--- src/rtl/stacking_pkg.sv ---
// stacking_pkg: shared types and the filter-row window function for the stacking loop controllers
package stacking_pkg;
  localparam int DEF_IFM_SIZE_Y = 7;
  localparam int DEF_FIL_SIZE_Y = 3;
  localparam int DEF_FIL_SIZE_X = 3;
  localparam int DEF_CHUNK_NUM  = 4;
  typedef logic [31:0] loop_idx_t;
  typedef enum logic [2:0] {IDLE, LOAD, ISSUE, WAIT, DRAIN, ADV, DONE} state_t;
  typedef struct packed {
    loop_idx_t start;
    loop_idx_t last;
  } fil_win_t;
  // Filter rows that IFM row `row` feeds: start = max(0, row-(out-1)), last = min(fil-1, row).
  // Signed arithmetic keeps the early rows from underflowing.
  function automatic fil_win_t fil_window(input loop_idx_t row, input int out_size_y, input int fil_size_y);
    fil_win_t w;
    int r;
    int s;
    int l;
    r = $signed(row);
    s = r - (out_size_y - 1);
    l = r < fil_size_y - 1 ? r : fil_size_y - 1;
    w.start = s < 0 ? '0 : loop_idx_t'(s);
    w.last = loop_idx_t'(l);
    return w;
  endfunction
endpackage

--- src/rtl/stacking_row_window.sv ---
// stacking_row_window: combinational filter-row window for one IFM row
// Ports: i_row (IFM row), o_start (first contributing filter row), o_last (last contributing filter row)
module stacking_row_window
  import stacking_pkg::*;
#(
  parameter int OUT_SIZE_Y = 5,
  parameter int FIL_SIZE_Y = 3
) (
  input  loop_idx_t i_row,
  output loop_idx_t o_start,
  output loop_idx_t o_last
);
  fil_win_t w_win;
  assign w_win = fil_window(i_row, OUT_SIZE_Y, FIL_SIZE_Y);
  assign o_start = w_win.start;
  assign o_last = w_win.last;
endmodule

--- src/rtl/stacking_outer_loop_ctrl.sv ---
// stacking_outer_loop_ctrl: chunk/row sequencer above the stacking inner loop
// Ports: clk_i/rst_ni (async active-low reset); layer_start_i, sub_channel_size_i -> sub_channel_size_o;
//   chunk_load_req_o/chunk_load_ack_i chunk load handshake; inner_loop_start_o/inner_loop_finish_i plus
//   ifm_loop_y_idx_o, fil_loop_y_idx_start_o, fil_loop_y_idx_last_o, fil_loop_y_step_o row descriptor;
//   out_row_vld_o/out_row_idx_o/out_row_rdy_i output-row drain; busy_o, layer_done_o status.
// Optional: STACKING_OUTER_PERF_EN adds perf_stall_cyc_o and perf_inner_cyc_o saturating counters.
module stacking_outer_loop_ctrl
  import stacking_pkg::*;
#(
  parameter int IFM_SIZE_Y = DEF_IFM_SIZE_Y,
  parameter int FIL_SIZE_Y = DEF_FIL_SIZE_Y,
  parameter int FIL_SIZE_X = DEF_FIL_SIZE_X,
  parameter int CHUNK_NUM  = DEF_CHUNK_NUM
) (
  input  logic        clk_i,
  input  logic        rst_ni,
  input  logic        layer_start_i,
  input  logic [31:0] sub_channel_size_i,
  output logic        chunk_load_req_o,
  input  logic        chunk_load_ack_i,
  output logic        inner_loop_start_o,
  input  logic        inner_loop_finish_i,
  output logic [31:0] ifm_loop_y_idx_o,
  output logic [31:0] fil_loop_y_idx_start_o,
  output logic [31:0] fil_loop_y_idx_last_o,
  output logic [31:0] fil_loop_y_step_o,
  output logic [31:0] sub_channel_size_o,
  output logic        out_row_vld_o,
  output logic [31:0] out_row_idx_o,
  input  logic        out_row_rdy_i,
  output logic        busy_o,
  output logic        layer_done_o
`ifdef STACKING_OUTER_PERF_EN
  ,
  output logic [31:0] perf_stall_cyc_o,
  output logic [31:0] perf_inner_cyc_o
`endif
);
  localparam int OUT_SIZE_Y = IFM_SIZE_Y - FIL_SIZE_Y + 1;
  localparam int RW = IFM_SIZE_Y > 1 ? $clog2(IFM_SIZE_Y) : 1;
  localparam int CW = CHUNK_NUM > 1 ? $clog2(CHUNK_NUM) : 1;
  state_t r_state;
  logic [RW-1:0] r_row;
  logic [CW-1:0] r_chunk;
  loop_idx_t w_row32;
  loop_idx_t w_issue_row;
  loop_idx_t w_win_start;
  loop_idx_t w_win_last;
  logic w_last_chunk;
  logic w_row_ge;
  assign fil_loop_y_step_o = 32'(FIL_SIZE_X);
  assign w_row32 = 32'(r_row);
  // ISSUE is entered from LOAD with the current row or from ADV with the incremented row;
  // the window is computed for the row being entered so the outputs land with the start pulse.
  assign w_issue_row = w_row32 + (r_state == ADV ? 32'd1 : 32'd0);
  assign w_last_chunk = r_chunk == CW'(CHUNK_NUM - 1);
  assign w_row_ge = $signed(w_row32) >= FIL_SIZE_Y - 1;
  stacking_row_window #(
    .OUT_SIZE_Y(OUT_SIZE_Y),
    .FIL_SIZE_Y(FIL_SIZE_Y)
  ) u_win (
    .i_row(w_issue_row),
    .o_start(w_win_start),
    .o_last(w_win_last)
  );
  always_ff @(posedge clk_i or negedge rst_ni) begin
    if (!rst_ni) begin
      r_state <= IDLE;
      r_row <= '0;
      r_chunk <= '0;
      chunk_load_req_o <= 1'b0;
      inner_loop_start_o <= 1'b0;
      ifm_loop_y_idx_o <= '0;
      fil_loop_y_idx_start_o <= '0;
      fil_loop_y_idx_last_o <= '0;
      sub_channel_size_o <= '0;
      out_row_vld_o <= 1'b0;
      out_row_idx_o <= '0;
      busy_o <= 1'b0;
      layer_done_o <= 1'b0;
    end else begin
      inner_loop_start_o <= 1'b0;
      layer_done_o <= 1'b0;
      case (r_state)
        IDLE: if (layer_start_i) begin
          sub_channel_size_o <= sub_channel_size_i;
          r_row <= '0;
          r_chunk <= '0;
          busy_o <= 1'b1;
          chunk_load_req_o <= 1'b1;
          r_state <= LOAD;
        end
        LOAD: if (chunk_load_ack_i) begin
          chunk_load_req_o <= 1'b0;
          inner_loop_start_o <= 1'b1;
          ifm_loop_y_idx_o <= w_issue_row;
          fil_loop_y_idx_start_o <= w_win_start;
          fil_loop_y_idx_last_o <= w_win_last;
          r_state <= ISSUE;
        end
        ISSUE: r_state <= WAIT;
        WAIT: if (inner_loop_finish_i) begin
          if (w_last_chunk && w_row_ge) begin
            out_row_vld_o <= 1'b1;
            out_row_idx_o <= w_row32 - 32'(FIL_SIZE_Y - 1);
            r_state <= DRAIN;
          end else begin
            r_state <= ADV;
          end
        end
        DRAIN: if (out_row_rdy_i) begin
          out_row_vld_o <= 1'b0;
          r_state <= ADV;
        end
        ADV: if (r_row < RW'(IFM_SIZE_Y - 1)) begin
          r_row <= r_row + RW'(1);
          inner_loop_start_o <= 1'b1;
          ifm_loop_y_idx_o <= w_issue_row;
          fil_loop_y_idx_start_o <= w_win_start;
          fil_loop_y_idx_last_o <= w_win_last;
          r_state <= ISSUE;
        end else begin
          r_row <= '0;
          if (!w_last_chunk) begin
            r_chunk <= r_chunk + CW'(1);
            chunk_load_req_o <= 1'b1;
            r_state <= LOAD;
          end else begin
            layer_done_o <= 1'b1;
            busy_o <= 1'b0;
            r_state <= DONE;
          end
        end
        DONE: r_state <= IDLE;
        default: r_state <= IDLE;
      endcase
    end
  end
`ifdef STACKING_OUTER_PERF_EN
  always_ff @(posedge clk_i or negedge rst_ni) begin
    if (!rst_ni) begin
      perf_stall_cyc_o <= '0;
      perf_inner_cyc_o <= '0;
    end else if (r_state == IDLE && layer_start_i) begin
      perf_stall_cyc_o <= '0;
      perf_inner_cyc_o <= '0;
    end else begin
      if (((r_state == LOAD && !chunk_load_ack_i) || (r_state == DRAIN && !out_row_rdy_i)) && ~&perf_stall_cyc_o)
        perf_stall_cyc_o <= perf_stall_cyc_o + 32'd1;
      if (r_state == WAIT && ~&perf_inner_cyc_o)
        perf_inner_cyc_o <= perf_inner_cyc_o + 32'd1;
    end
  end
`endif
endmodule

--- config.mk ---
export PLATFORM = sky130hd
export DESIGN_NAME = stacking_outer_loop_ctrl
export DESIGN_NICKNAME = d
export VERILOG_FILES = /design/src/rtl/stacking_pkg.sv /design/src/rtl/stacking_row_window.sv /design/src/rtl/stacking_outer_loop_ctrl.sv
export SDC_FILE = /design/constraint.sdc
export NUM_CORES = 1
export LEC_CHECK = 0
export ABC_CLOCK_PERIOD_IN_PS = 3700
export CAP_MARGIN = 20
export CORE_MARGIN = 5
export CORE_UTILIZATION = 42
export DETAILED_ROUTE_END_ITERATION = 10
export PLACE_DENSITY_LB_ADDON = 0.3
export SKIP_LAST_GASP = 1
export SLEW_MARGIN = 20
export SYNTH_ARGS = -nofsm -noshare
export SYNTH_HDL_FRONTEND = slang
export SYNTH_HIERARCHICAL = 1
export SYNTH_SLANG_ARGS = --single-unit
--- constraint.sdc ---
create_clock -name clk_i -period 3.7 [get_ports clk_i]
set_input_delay 1.11 -clock clk_i [delete_from_list [all_inputs] [get_ports clk_i]]
set_output_delay 1.11 -clock clk_i [all_outputs]
set_load 0.03 [all_outputs]
==> summary.md <==
| Metric | Value |
|---|---|
| Clock Latency Late Sink | `just over 400 ps` |
| Core area | `approximately 0.016 mm²` |
| Ys Warns | `6` |
| Setup TNS | `0 ps` |
| RSZ-0062 raised after global routing | `no` |
| Largest net degree at the start of global routing | `81` |
| Worst Path Buf+Inv | `2` |
| CTS tree | `done` |
| Post-synth ARST share | `100.0%` |
| Share of cells above drive strength 1 | `approximately 18%` |
| Critical Path RT | `3990 ps` |
| Die area | `between 0.015 and 0.02 mm²` |
| CTS root buf | `clkbuf_16` |
| Share of the synthesized area in the top cell type | `between 40% and 50%` |
| EDFF count, synth | `0` |
| I/O pin count | `around 240` |
| First-pass GRT wire length | `around 24 mm` |
| Hold buffers post-CTS | `0` |
| Total Power | `7166 µW` |
| Status | `complete, no violations` |
| N_diodes | `0` |
| Pre-antenna DRT Iters | `4` |
| Max-slew violations | `0` |
| CTS HTree Levels | `4` |
| Worst path slowest cell | `dfrtp_1` |
| Startpoint types | `flop` |
| Final hold violations | `0` |
| Number of synthesized register bits | `approximately 120` |
| Initial Utilization | `roughly 42%` |
| Final worst setup slack | `between 400 and 500 ps` |
| Area leader, netlist | `dfrtp_1` |
| Synth area leaders | `dfrtp_1 (44%), mux2_2 (14%), buf_4 (11%), mux2_1 (3.5%), nor2b_1 (2.8%)` |
| Max-slew headroom | `52.04%` |
| Die Ht | `approximately 140 µm` |
| Vias per inst | `approximately 4.3` |
| # resized after CTS | `0` |
| Antenna violations before repair | `0` |
| Sink Count | `117` |
| Yosys cell types | `59` |
| Post-route ant nets | `0` |
| Sequential share of the synthesized area | `between 40% and 50%` |
| Initial DRC count | `approximately 200` |
| Row count | `46` |
| Pre-CTS setup slack | `between 400 and 500 ps` |
| Crit end category | `flop` |
| Syn Std Cell Area | `between 0.006 and 0.007 mm²` |
| Peak VDD IR | `0.0004843 V` |
| Pwr dens | `a little under 800 mW/mm²` |
| Clk buf depth | `2` |
| Maxcap violations | `0` |
| Final wirelength | `14.53 mm` |
| Static leakage | `about 0.0043 µW` |
| CP Max Fanout | `7` |
| Fill count | `roughly 1.4k` |
| Measured slew at the worst slew-check pin | `719.4 ps` |
| Port Buffers | `174` |
| CTS buffer count | `17` |
| Final setup violation count | `0` |
| Clk_skew | `roughly 5.5 ps` |
| Fmax | `about 0.31 GHz` |
| Commonest cells in the netlist | `dfrtp_1 (117), buf_4 (94), mux2_2 (82)` |
| # DRC | `0` |
| CP Class | `reg2reg` |
| Final HPWL DP | `10.71 mm` |
| Via count | `between 4k and 5k` |
| Global route total overflow | `0` |
| Syn Area/Cell | `11.81 µm²` |
| Max incr delay on CP | `between 300 and 400 ps` |
| HP Class | `reg2reg` |
| Post-CTS setup buffers | `0` |
| Die W | `between 100 and 150 µm` |
| P&R area growth vs syn | `39.24%` |
| Count leader, synth | `dfrtp_1` |
| Worst-path cell chain | `nand3b_1, inv_1, ha_1, ha_1, xor2_1, inv_1, ha_1, nor3b_4, nand4_1, a2111o_1, ha_1, or2_2, mux2_2` |
| Ys flop type | `dfrtp_1` |
| Vias in the first global route | `around 4.7k` |
| Syn Inst Count | `between 500 and 600` |
| Routed wire per std cell | `around 13 µm` |
| Crit-path leading delay family | `adder cells` |
| Clock Pin Slew Worst Setup and Hold Paths | `approximately 60 ps` |
| Final worst path period share | `between 80% and 90%` |
| Worst path most repeated cell | `ha_1` |
| Placer congestion estimate | `0.7858` |
| Critical path arrival | `about 3500 ps` |
| GRT Total Usage | `roughly 16%` |
| Min Clock Period, post-route | `roughly 3200 ps` |
| Final nets | `~900` |
-- logic make-up after synthesis --
kind of cell             count (synthesis)  share of synthesized area [%]
AND/OR/NAND/NOR                        134                          14.06
buffers and inverters                  127                          13.33
flip-flops                             117                          43.81
multiplexers                           106                          17.81
AO/OA/AOI/OAI                           53                          6.797
XOR/XNOR                                15                          1.966
adder cells (fa/ha/maj)                 11                          2.060
other                                    3                         0.1685
-- final cells by class --
type,count,area [µm²],share of cell area [%]
well taps,216,270.3,2.904
repair buffers,185,1847,19.85
clock inverters,15,123.9,1.331
flip-flops and latches,117,2928,31.46
clock buffers,17,425.4,4.572
multi-input cells,534,3666,39.40
inverters,12,45.04,0.4841
-- path summary, 6_finish.rpt --
kind	from	end	slack, ps	cells past startpoint
max	r_state[1]	fil_loop_y_idx_last_o[1]	470	13
min	fil_loop_y_idx_start_o[11]	fil_loop_y_idx_start_o[11]	490	1
max reg2reg	r_state[1]	fil_loop_y_idx_last_o[1]	470	13
min reg2reg	fil_loop_y_idx_start_o[11]	fil_loop_y_idx_start_o[11]	490	1
max in group asynchronous	rst_ni	fil_loop_y_idx_start_o[7]	2210	2
min in group asynchronous	rst_ni	sub_channel_size_o[23]	670	1
-- power breakdown --
part / switching, µW / internal (µW)
combinational: 1960 / 1580
sequential: 282 / 1840
clock: 633 / 871
total: 2880 / 4290
-- through the flow --
step                utilization [%]  cell area, µm²  cells  hold slack (ps)
detailed placement            55.52            8756   1064            477.4
global placement              55.52            8756   1064            467.6
CTS                           59.01            9305   1096            493.3
floorplan                         -            7496    778            519.5
finish                        59.01            9305   1096            486.9
global route                  59.01            9305   1096            505.8
-- state kept, by name (all words and copies together) (netlist names) --
register and cells:
busy_o 1, chunk_load_req_o 1, fil_loop_y_idx_last_o 32, fil_loop_y_idx_start_o 32, ifm_loop_y_idx_o 4, inner_loop_start_o 1
layer_done_o 1, out_row_idx_o 4, out_row_vld_o 1, r_chunk 2, r_row 3, r_state 3
sub_channel_size_o 32
-- layer usage --
layer	global-route usage [%]	up-vias	wire length (µm)
li1	-	2325	-
met4	5.767	0	296
met2	25.48	157	6919
met5	0	-	0
met1	20.72	2183	6092
met3	5.070	21	1225
-- placed cells by master (no fill, tap or decap), drive strengths merged, types with 10 or more instances in the layout --
| cell type | synthesis | final |
|---|---|---|
| conb | 3 | 215 |
| clkbuf | 7 | 17 |
| nor2b | 30 | 30 |
| inv | 12 | 18 |
| mux2 | 103 | 103 |
| ha | 11 | 11 |
| nor3 | 19 | 19 |
| nor2 | 13 | 13 |
| nand2 | 12 | 12 |
| xor2 | 10 | 10 |
| dfrtp | 117 | 117 |
| clkdlybuf4s50 | 0 | 173 |
| buf | 108 | 12 |
Note: power is estimated with default switching activity, not from simulation.
